--- src/rtl/uart_frame_sequencer_pkg.sv ---
// Shared types and constants for the UART frame sequencer.
// Holds the FSM state encoding and the widths used across the block.
package uart_seq_pkg;

    localparam int DEFAULT_ADDR_W = 16;
    localparam int BYTE_W         = 8;

    typedef enum logic [2:0] {
        IDLE   = 3'd0,
        READ   = 3'd1,
        LOAD   = 3'd2,
        SEND   = 3'd3,
        GAP    = 3'd4,
        FINISH = 3'd5
    } state_t;

endpackage

--- src/rtl/uart_frame_sequencer_gap_timer.sv ---
// Down-counter that times the idle gap between bytes.
// expired is high on the last cycle of the gap.
module gap_timer #(
    parameter int CYCLES = 1,
    parameter int WIDTH  = $clog2(CYCLES + 1)
) (
    input  logic clk,
    input  logic rst,
    input  logic load,
    output logic expired
);

    logic [WIDTH-1:0] count;

    always_ff @(posedge clk) begin
        if (!rst) begin
            count <= '0;
        end else if (load) begin
            count <= WIDTH'(CYCLES);
        end else if (count != '0) begin
            count <= count - 1'b1;
        end
    end

    // Loading CYCLES makes the GAP state last exactly CYCLES clocks.
    assign expired = (count == WIDTH'(1));

endmodule

--- src/rtl/uart_frame_sequencer.sv ---
// Streams a stored byte frame from a synchronous memory into uart_tx,
// with an optional idle gap after every accepted byte.
module uart_frame_sequencer
    import uart_seq_pkg::*;
#(
    parameter int ADDR_W     = DEFAULT_ADDR_W,
    parameter int GAP_CYCLES = 0
) (
    input  logic              clk,
    input  logic              rst,
    input  logic              start,
    input  logic              abort,
    input  logic [ADDR_W-1:0] len,
    output logic              mem_en,
    output logic [ADDR_W-1:0] mem_addr,
    input  logic [BYTE_W-1:0] mem_rdata,
    output logic [BYTE_W-1:0] tx_data,
    output logic              tx_valid,
    input  logic              tx_ready,
    output logic              busy,
    output logic              done,
    output logic [ADDR_W-1:0] byte_count
);

    state_t            state;
    logic [ADDR_W-1:0] len_q;
    logic              last_byte;
    logic              gap_expired;

    assign last_byte = ((byte_count + 1'b1) == len_q);

    generate
        if (GAP_CYCLES > 0) begin : g_gap
            logic gap_load;

            // An aborted handshake must not start a gap.
            assign gap_load = (state == SEND) && tx_valid && tx_ready && !last_byte && !abort;

            gap_timer #(
                .CYCLES(GAP_CYCLES)
            ) u_gap_timer (
                .clk,
                .rst,
                .load   (gap_load),
                .expired(gap_expired)
            );
        end else begin : g_no_gap
            assign gap_expired = 1'b1;
        end
    endgenerate

    always_ff @(posedge clk) begin
        if (!rst) begin
            state      <= IDLE;
            len_q      <= '0;
            mem_en     <= 1'b0;
            mem_addr   <= '0;
            tx_data    <= '0;
            tx_valid   <= 1'b0;
            busy       <= 1'b0;
            done       <= 1'b0;
            byte_count <= '0;
        end else begin
            mem_en <= 1'b0;
            done   <= 1'b0;
            // Abort beats everything, including a handshake in the same cycle.
            if (abort) begin
                state    <= IDLE;
                tx_valid <= 1'b0;
                busy     <= 1'b0;
            end else begin
                case (state)
                    IDLE: begin
                        if (start) begin
                            byte_count <= '0;
                            if (len != '0) begin
                                len_q    <= len;
                                mem_addr <= '0;
                                busy     <= 1'b1;
                                mem_en   <= 1'b1;
                                state    <= READ;
                            end else begin
                                state <= FINISH;
                            end
                        end
                    end
                    READ: state <= LOAD;
                    LOAD: begin
                        tx_data  <= mem_rdata;
                        tx_valid <= 1'b1;
                        state    <= SEND;
                    end
                    SEND: begin
                        if (tx_valid && tx_ready) begin
                            tx_valid   <= 1'b0;
                            byte_count <= byte_count + 1'b1;
                            if (last_byte) begin
                                state <= FINISH;
                            end else begin
                                mem_addr <= mem_addr + 1'b1;
                                if (GAP_CYCLES > 0) begin
                                    state <= GAP;
                                end else begin
                                    mem_en <= 1'b1;
                                    state  <= READ;
                                end
                            end
                        end
                    end
                    GAP: begin
                        if (gap_expired) begin
                            mem_en <= 1'b1;
                            state  <= READ;
                        end
                    end
                    FINISH: begin
                        done  <= 1'b1;
                        busy  <= 1'b0;
                        state <= IDLE;
                    end
                    default: state <= IDLE;
                endcase
            end
        end
    end

endmodule

--- config.mk ---
export PLATFORM = sky130hd
export DESIGN_NAME = uart_frame_sequencer
export DESIGN_NICKNAME = d
export VERILOG_FILES = /design/src/rtl/uart_frame_sequencer_pkg.sv /design/src/rtl/uart_frame_sequencer_gap_timer.sv /design/src/rtl/uart_frame_sequencer.sv
export SDC_FILE = /design/constraint.sdc
export NUM_CORES = 1
export LEC_CHECK = 0
export ABC_AREA = 1
export BUFFER_PORTS_ARGS = -buffer_cell sky130_fd_sc_hd__buf_2
export CAP_MARGIN = 20
export CORE_UTILIZATION = 57
export DETAILED_ROUTE_END_ITERATION = 10
export GPL_TIMING_DRIVEN = 0
export HOLD_SLACK_MARGIN = 0.05
export PLACE_DENSITY = 0.83
export SYNTH_ARGS = -nofsm -noshare
export SYNTH_HDL_FRONTEND = slang
export SYNTH_SLANG_ARGS = --single-unit
--- constraint.sdc ---
create_clock -name clk -period 6.2 [get_ports clk]
set_input_delay 0.62 -clock clk [delete_from_list [all_inputs] [get_ports clk]]
set_output_delay 0.62 -clock clk [all_outputs]
set_load 0.005 [all_outputs]
==> flow_summary.yaml <==
sta:
  rsz0062_at_grt: "false"
  hold_viol_final: 0
  post-route-min-period_ps: 2500
  fmax_mhz: 400
  skew_ps: 9.14
  drv_slew: 0
  finalSetupViolCount: 0
  fin_tns_setup_ps: 0
  tightest_slew_ps: 561
  max_slew_margin_pct: 62.5
  final.period_utilization_pct: 40.4
worst_hold_path:
  holdCritPathClass: "flop to flop"
floorplan:
  die_area_sq_um: 6640
  core_sq_um: 6030
  start_util_pct: 59.8
  num_rows: 28
  fp.dieW_microns: 81.5
  ios: 73
  die_y_microns: 81.5
finish:
  multiInputGateArea_sq_um: 2000
  drive_gt1_share_pct: 20.3
  nFillCells: 535
  diodes: 0
  area_growth_pct: 18.3
  seqCellArea_sq_um: 1260
  final_nets: 672
yosys:
  async_flop_share_pct: 0
  synth_top_area_share_pct: 35.0
  synth_area_leaders: "dfxtp_1 35%, nand2_1 13%, nand3_1 11%"
  ys_seq_area_share_pct: 35.0
  synth_top_cell_by_area: "dfxtp_1"
  synth_nets: 589
  synth.cell_area_sq_um: 3600
  syn_inst: 558
  synth_edf_count: 0
  yosysWarnings: 0
  synth-seq-cells: 63
  avgSynthCellArea_sq_um: 6.46
  synthFlopType: "dfxtp_1"
  synthDistinctLibCells: 34
clock_network:
  clock-sinks: 63
  cts_tree: "done"
  clk_pin_slew_ps: 70
  htree_num_levels: 3
  root_buffer: "clkbuf_8"
  insertion_delay_ps: 350
  cts_buffer_depth: 2
  cts_made_buffers: 9
  cts_setup_buffers: 0
  postCtsResizedCells: 0
  holdBufCountCts: 0
global_route:
  grtUsageMet1_pct: 34.2
  antenna_found_initial: 0
  overflow: 0
  grt_max_degree: 14
  grt_use_met3_pct: 6.11
  top_usage_layer: "met2"
  grtUsageTotal_pct: 30.4
  grt_pass1_vias: 3576
  gr-usage-met2_pct: 53.0
  grt_pass1_wl_microns: 15600
worst_setup_path:
  path_delay_family: "simple AND/OR/NAND/NOR gates"
  endpoint_kind: "flop"
  slowest_delay_ps: 430
  required_ps: 6440
  crit_type: "flop to flop"
  worstSetupStartpointType: "flop"
  crit_slowest_cell: "dfxtp_1"
  cp_num_buf_inv: 2
  r2r_setup_slack_ps: 3700
  worst-endpoint-arrival_ps: 2750
  worstPathCellList: "ha_1 > nand2_2 > nor2_8 > nand4_1 > nand3_1 > nand2_1 > nor2_1 > nand2_1 > nor2_4 > nand3_4 > nand2_2 > inv_2 > buf_6 > nor2_2 > nor2_1"
  critical_path.max_fanout: 10
pwr:
  powerDensity_nw_per_um2: 216
  finalPower_uw: 922
  p_leak_uw: 0.00191
  vdd_drop_max_mv: 0.177
placed_design:
  place_hpwl_microns: 6990
  port_buffers: 72
  place.gp.congestion: 0.943
flow_run:
  maxCapViolCount: 0
route:
  post_drt_wl_per_cell_microns: 13.1
  drt_first_iter_violations: 272
  drc: 0
  final_antenna_net_count: 0
  vias: 3995
  drt_wl_total_microns: 9450
  drt-pass1-iter-count: 5
  vias_per_cell: 5.54
run_status:
  outcome: "complete, no violations"
## registers in the layout (all words and copies together) (netlist names)
signal and count:
state 3, mem_addr 16, tx_valid 1, mem_en 1
busy 1, len_q 16, byte_count 16, done 1
tx_data 8
## synthesized netlist by cell type (2+ instances only)
master      n
nand2_1   124
nand3_1    76
nor2_1     66
dfxtp_1    63
inv_1      61
a21oi_1    39
o21ai_0    31
nand4_1    18
nor2_2     13
clkbuf_1   11
nand2_2     6
or2_2       6
nor2_4      5
nor4_1      5
buf_2       4
inv_2       4
a31oi_1     2
buf_6       2
clkinv_1    2
ha_1        2
nor3_1      2
o211ai_1    2
xnor2_1     2
xor2_1      2
## placed cells by master (no fill, tap or decap), drive strengths merged, types with 2 or more instances in the layout
| cell type | netlist | final |
|---|---|---|
| nand2 | 130 | 130 |
| nor2 | 85 | 85 |
| buf | 7 | 79 |
| nand3 | 78 | 78 |
| inv | 65 | 67 |
| dfxtp | 63 | 63 |
| a21oi | 39 | 39 |
| o21ai | 32 | 32 |
| clkbuf | 11 | 20 |
| nand4 | 18 | 18 |
| or2 | 6 | 6 |
| nor4 | 5 | 5 |
| clkinv | 2 | 4 |
| xor2 | 2 | 2 |
| xnor2 | 2 | 2 |
| o211ai | 2 | 2 |
| nor3 | 2 | 2 |
| a31oi | 2 | 2 |
| ha | 2 | 2 |
| clkinvlp | 0 | 2 |
## logic make-up (layout without fill, tap and decap cells)
| family | after synthesis | after routing | synth area share, % |
|---|---|---|---|
| buf+inv | 85 | 173 | 9.41 |
| fa+ha+maj | 2 | 2 | 0.694 |
| xor+xnor | 5 | 5 | 1.60 |
| compound gates | 78 | 78 | 11.3 |
| flops | 63 | 63 | 35.0 |
| simple gates | 325 | 325 | 42.0 |
## path summary, 6_finish.rpt
kind                                    start           end  depth (start not counted)
worst max-delay path            byte_count[1]  mem_addr[13]                         15
worst min-delay path                 len_q[0]      len_q[0]                          2
worst min register to register       len_q[0]      len_q[0]                          2
worst max register to register  byte_count[1]  mem_addr[13]                         15
## final cells by class
class | count | area share, %
repair buffers | 72 | 8.46
multi-input cells | 410 | 47.0
clock buffers | 9 | 2.91
flip-flops and latches | 63 | 29.6
clock inverters | 7 | 1.88
well taps | 75 | 2.20
plain buffers | 18 | 2.06
inverters | 67 | 5.90
## layer usage
| metal | routed length, microns | vias to the layer above |
|---|---|---|
| li1 | - | 1988 |
| met1 | 3850 | 1775 |
| met2 | 4630 | 190 |
| met3 | 607 | 42 |
| met4 | 359 | 0 |
| met5 | 0 | - |
## worst reg2reg max path, delay by kind of cell (launching register included)
family | cells | cell delay [ps]
flip-flops | 1 | 430
buffers and inverters | 2 | 240
AND/OR/NAND/NOR | 12 | 1450
adder cells (fa/ha/maj) | 1 | 280
## metrics by stage
stage | setup WS (ps) | hold WS (ps) | cells | instance area (sq um) | utilization, %
2_1_floorplan | 4100 | 431 | 558 | 3600 | -
3_3_place_gp | 3710 | 449 | 705 | 4060 | 67.3
3_5_place_dp | 3690 | 452 | 705 | 4060 | 67.3
4_1_cts | 3720 | 463 | 721 | 4260 | 70.7
5_1_grt | 3470 | 489 | 721 | 4260 | 70.7
6_report | 3700 | 462 | 721 | 4260 | 70.7
## where the power goes
group | switching, uW | internal (uW)
combinational | 68.8 | 44.9
sequential | 16.8 | 423
clock | 179 | 190
total | 265 | 657
Note: power is estimated with default switching activity, not from simulation.
